## config.mk

```make
export PLATFORM = sky130hd
export DESIGN_NAME = cmd_uart_tx
export DESIGN_NICKNAME = d
export VERILOG_FILES = /design/src/rtl/cmd_uart_tx.sv
export SDC_FILE = /design/constraint.sdc
export NUM_CORES = 1
export LEC_CHECK = 0
export ABC_AREA = 1
export BUFFER_PORTS_ARGS = -buffer_cell sky130_fd_sc_hd__buf_2
export CAP_MARGIN = 40
export CORE_MARGIN = 1
export CORE_UTILIZATION = 29
export CTS_BUF_LIST = sky130_fd_sc_hd__clkbuf_16
export DETAILED_ROUTE_END_ITERATION = 8
export GPL_TIMING_DRIVEN = 0
export SLEW_MARGIN = 5
export SYNTH_ARGS = -nofsm -noshare
export SYNTH_HDL_FRONTEND = slang
export SYNTH_SLANG_ARGS = --single-unit
```

## constraint.sdc

```tcl
create_clock -name clk_pix -period 3.9 [get_ports clk_pix]
set_clock_uncertainty 0.05 [all_clocks]
set_input_delay 0.78 -clock clk_pix [delete_from_list [all_inputs] [get_ports clk_pix]]
set_output_delay 0.78 -clock clk_pix [all_outputs]
set_load 0.01 [all_outputs]
```

## src/rtl/cmd_uart_tx.sv

```systemverilog
// Return-path UART transmitter: queues 32-bit words in a small FIFO and sends
// each one as four 8N1 bytes, most-significant byte first.
module cmd_uart_tx #(
  parameter int FREQ_HZ    = 25_000_000,
  parameter int BAUD       = 115_200,
  parameter int FIFO_DEPTH = 4
) (
  input  logic        clk_pix,
  input  logic        reset,
  input  logic        word_axis_tvalid_i,
  output logic        word_axis_tready_o,
  input  logic [31:0] word_axis_tdata_i,
  output logic        tx_o,
  output logic        busy_o
);

  localparam int CLKS_PER_BIT = FREQ_HZ / BAUD;
  localparam int AW = $clog2(FIFO_DEPTH);
  localparam int PW = AW + 1;
  localparam int CW = $clog2(CLKS_PER_BIT);
  localparam logic [CW-1:0] CNT_LAST = CW'(CLKS_PER_BIT - 1);

  typedef enum logic [1:0] {IDLE, START, DATA, STOP} state_t;

  state_t        state;
  logic [CW-1:0] baud_cnt;
  logic [2:0]    bit_idx;
  logic [1:0]    byte_idx;
  logic [31:0]   shift_reg;
  logic [7:0]    cur_byte;

  logic [31:0]   mem [FIFO_DEPTH];
  logic [PW-1:0] wr_ptr, rd_ptr, wr_ptr_nxt, rd_ptr_nxt;
  logic [31:0]   head_word;
  logic          empty, empty_nxt, full_nxt;
  logic          push, pop, bit_done, word_done, going_idle;

  assign empty      = (wr_ptr == rd_ptr);
  assign head_word  = mem[rd_ptr[AW-1:0]];
  assign cur_byte   = shift_reg[31:24];
  assign push       = word_axis_tvalid_i && word_axis_tready_o && !reset;
  assign bit_done   = (baud_cnt == CNT_LAST);
  assign word_done  = (state == STOP) && bit_done && (byte_idx == 2'd3);
  assign pop        = !empty && ((state == IDLE) || word_done);
  assign going_idle = empty && ((state == IDLE) || word_done);
  assign wr_ptr_nxt = wr_ptr + PW'(push);
  assign rd_ptr_nxt = rd_ptr + PW'(pop);
  assign empty_nxt  = (wr_ptr_nxt == rd_ptr_nxt);
  assign full_nxt   = (wr_ptr_nxt[AW] != rd_ptr_nxt[AW]) &&
                      (wr_ptr_nxt[AW-1:0] == rd_ptr_nxt[AW-1:0]);

  always_ff @(posedge clk_pix) begin
    if (push) mem[wr_ptr[AW-1:0]] <= word_axis_tdata_i;
  end

  // Ready is registered from the post-edge occupancy, so a pop never reaches it combinationally.
  always_ff @(posedge clk_pix) begin
    if (reset) begin
      wr_ptr             <= '0;
      rd_ptr             <= '0;
      word_axis_tready_o <= 1'b0;
    end else begin
      wr_ptr             <= wr_ptr_nxt;
      rd_ptr             <= rd_ptr_nxt;
      word_axis_tready_o <= !full_nxt;
    end
  end

  always_ff @(posedge clk_pix) begin
    if (reset) begin
      state     <= IDLE;
      baud_cnt  <= '0;
      bit_idx   <= '0;
      byte_idx  <= '0;
      shift_reg <= '0;
      tx_o      <= 1'b1;
      busy_o    <= 1'b0;
    end else begin
      busy_o <= !empty_nxt || !going_idle;

      // The line level follows the state one cycle later, giving pop-then-start latency.
      unique case (state)
        START:   tx_o <= 1'b0;
        DATA:    tx_o <= cur_byte[bit_idx];
        default: tx_o <= 1'b1;
      endcase

      unique case (state)
        IDLE: begin
          baud_cnt <= '0;
          if (pop) begin
            shift_reg <= head_word;
            byte_idx  <= 2'd0;
            state     <= START;
          end
        end
        START: begin
          if (bit_done) begin
            baud_cnt <= '0;
            bit_idx  <= 3'd0;
            state    <= DATA;
          end else begin
            baud_cnt <= baud_cnt + CW'(1);
          end
        end
        DATA: begin
          if (bit_done) begin
            baud_cnt <= '0;
            if (bit_idx == 3'd7) state <= STOP;
            else bit_idx <= bit_idx + 3'd1;
          end else begin
            baud_cnt <= baud_cnt + CW'(1);
          end
        end
        STOP: begin
          if (bit_done) begin
            baud_cnt <= '0;
            if (byte_idx != 2'd3) begin
              byte_idx  <= byte_idx + 2'd1;
              shift_reg <= {shift_reg[23:0], 8'h00};
              state     <= START;
            end else if (pop) begin
              shift_reg <= head_word;
              byte_idx  <= 2'd0;
              state     <= START;
            end else begin
              state <= IDLE;
            end
          end else begin
            baud_cnt <= baud_cnt + CW'(1);
          end
        end
        default: state <= IDLE;
      endcase
    end
  end

endmodule

```

==> results_dict.tcl <==
set metrics [dict create \
    status "completed" \
    ys_top_cells_by_area "edfxtp_1 (50%), dfxtp_1 (15%), nor2_1 (9.8%)" \
    yosysWarningCount 0 \
    clk_pin_slew_ns 0.07 \
    timing.final.crit_share 0.690 \
    firstDrtPassIters 5 \
    drt-total-wl_mm 16.6 \
    synth_nets 802 \
    postSynthCellCount 753 \
    synth_area_per_cell_um2 10.1 \
    cp_max_fo 10 \
    drive_above_1_share 0.134 \
    h-tree-depth 4 \
    cpMostUsedCell "buf_4" \
    max-clock-path-buffers 2 \
    grt_first_pass_wirelength_mm 26.8 \
    max-vdd-ir-drop_mv 0.351 \
    synth.distinct_cells 34 \
    ant_nets 0 \
    synth_edf_count 128 \
    layout_min_cycle_time_ns 2.69 \
    crit_path_cell_trace "clkbuf_1, inv_1, nand3_1, nor3_2, buf_4, buf_4" \
    drt-initial-drc-count 428 \
    hold_buffers 0 \
    antenna_found_initial 0 \
    fillers 2517 \
    layout.nets 872 \
    wl_per_cell_um 14.2 \
    setup_viol 0 \
    yosysTopAreaCell "edfxtp_1" \
    io_pins 38 \
    final_cell_mix "nor2_1 (199), edfxtp_1 (128), nand2_1 (116)" \
    via_per_inst 4.58 \
    hold_viol 0 \
    cp_slowest_cell "nor3_2" \
    insertion_delay_ns 0.43 \
    min_from "shift_reg[7]" \
    holdWs_ns 0.405 \
    grt_pass1_vias 5201 \
    place_hpwl_mm 11.7 \
    cts_inserted_buffers 17 \
    num_rows 58 \
    cts-resized-gates 0 \
    p_leak_nw 3.47 \
    fp.dieH_um 164 \
    rsz0062_at_grt "false" \
    regArea_um2 4960 \
    startpoint_type "input pin" \
    grt_overflow 0 \
    antenna_cells 0 \
    area_growth_pct 17.6 \
    drv_cap 0 \
    ys_seq_area_frac 0.652 \
    die_area_um2 26900 \
    maxSlewHeadroom 0.499 \
    start_util 0.299 \
    finalMaxSlewViolations 0 \
    worst_pin_slew_ns 0.747 \
    cts_root_buffer "clkbuf_16" \
    place_congestion 0.760 \
    crit_path_start "reset" \
    ys_ff_latch 184 \
    final_core_util 0.352 \
    power.density_nw_per_um2 609 \
    fmax_mhz 372 \
    cp.required_ns 3.98 \
    yosys_most_used_dff "edfxtp_1" \
    post_cts_buffers 0 \
    timing.rr.start "rd_ptr[1]" \
    grtUsageTotal 0.131 \
    hold_path.class "register to register" \
    critPathKind "input pin to register" \
    place.port_buffers 36 \
    syn_area_um2 7620 \
    cts_tree "done" \
    final_common_cell "nor2_1" \
    cp_slowest_stage_delay_ns 0.65 \
    core_um2 25500 \
    grt_start_max_net_pins 17 \
    vias 5330 \
    cts.sinks 184 \
    cp.arrival_ns 2.77 \
    multiInputGateArea_um2 2350 \
    die_w_um 164 \
    largest_reg_flops 128 \
    synth_top_area_frac 0.505 \
    async_reset_ff_frac 0 \
    drc 0 \
    endpoint_kind "register" \
]
-- area by class of cell --
cell class	instances	area share
clock buffers	17	0.0475
flip-flops and latches	184	0.554
repair buffers	51	0.0352
well taps	330	0.0461
plain buffers	36	0.0187
clock inverters	14	0.0186
multi-input cells	491	0.262
inverters	42	0.0176
-- metrics by stage --
| stage | instances | total power [W] | setup TNS (ns) | cell area, µm² | worst slack [ns] |
|---|---|---|---|---|---|
| finish | 1165 | 0.00545 | 0 | 8960 | 1.21 |
| global route | 1165 | 0.00577 | 0 | 8960 | 1.08 |
| CTS | 1164 | 0.00550 | 0 | 8950 | 1.08 |
| detailed placement | 1133 | 0.00376 | 0 | 8360 | 0.619 |
| global placement | 1119 | 0.00374 | -282.36 | 8210 | -2.38 |
| floorplan | 753 | 0.00336 | -9.70 | 7620 | -0.0758 |
-- per-layer routing --
metal | up-vias | global-route usage | routed length (µm)
met5 | - | 0 | 0
met3 | 26 | 0.0273 | 782
met2 | 126 | 0.211 | 7780
met4 | 0 | 0.0593 | 390
met1 | 2500 | 0.169 | 7620
li1 | 2678 | - | -
-- synthesized netlist by cell type (11+ instances only) --
cell,instances
nor2_1,199
ha_1,14
o22ai_1,21
a21oi_1,22
buf_2,11
o21ai_0,57
nand3_1,20
inv_1,38
dfxtp_1,56
nand2_1,116
edfxtp_1,128
clkbuf_1,19
-- power by group --
| part | total (W) | switching, W | leakage (nW) | internal [W] |
|---|---|---|---|---|
| logic | 0.00134 | 0.000897 | 1.56 | 0.000445 |
| clock network | 0.00173 | 0.000722 | 0.292 | 0.00101 |
| registers | 0.00238 | 0.000103 | 1.61 | 0.00228 |
| total | 0.00545 | 0.00172 | 3.47 | 0.00373 |
-- final timing paths --
| path | slack, ns | depth (start not counted) | endpoint |
|---|---|---|---|
| max | 1.21 | 6 | mem[0][16] |
| min reg2reg | 0.41 | 2 | shift_reg[7] |
| max reg2reg | 1.52 | 14 | busy_o |
| min | 0.41 | 2 | shift_reg[7] |
-- critical path, delay by kind of cell --
kind	cells	cell delay, ns
simple gates	2	0.94
buf+inv	4	1.04
-- kinds of logic (layout without fill, tap and decap cells) --
family	count (synthesis)	in the layout	synth area share
compound gates	117	117	0.0889
xor+xnor	7	7	0.00805
fa+ha+maj	14	14	0.0230
buf+inv	78	160	0.0427
flops	184	184	0.652
simple gates	353	353	0.186
No activity file was read; power rests on OpenSTA's default activity.
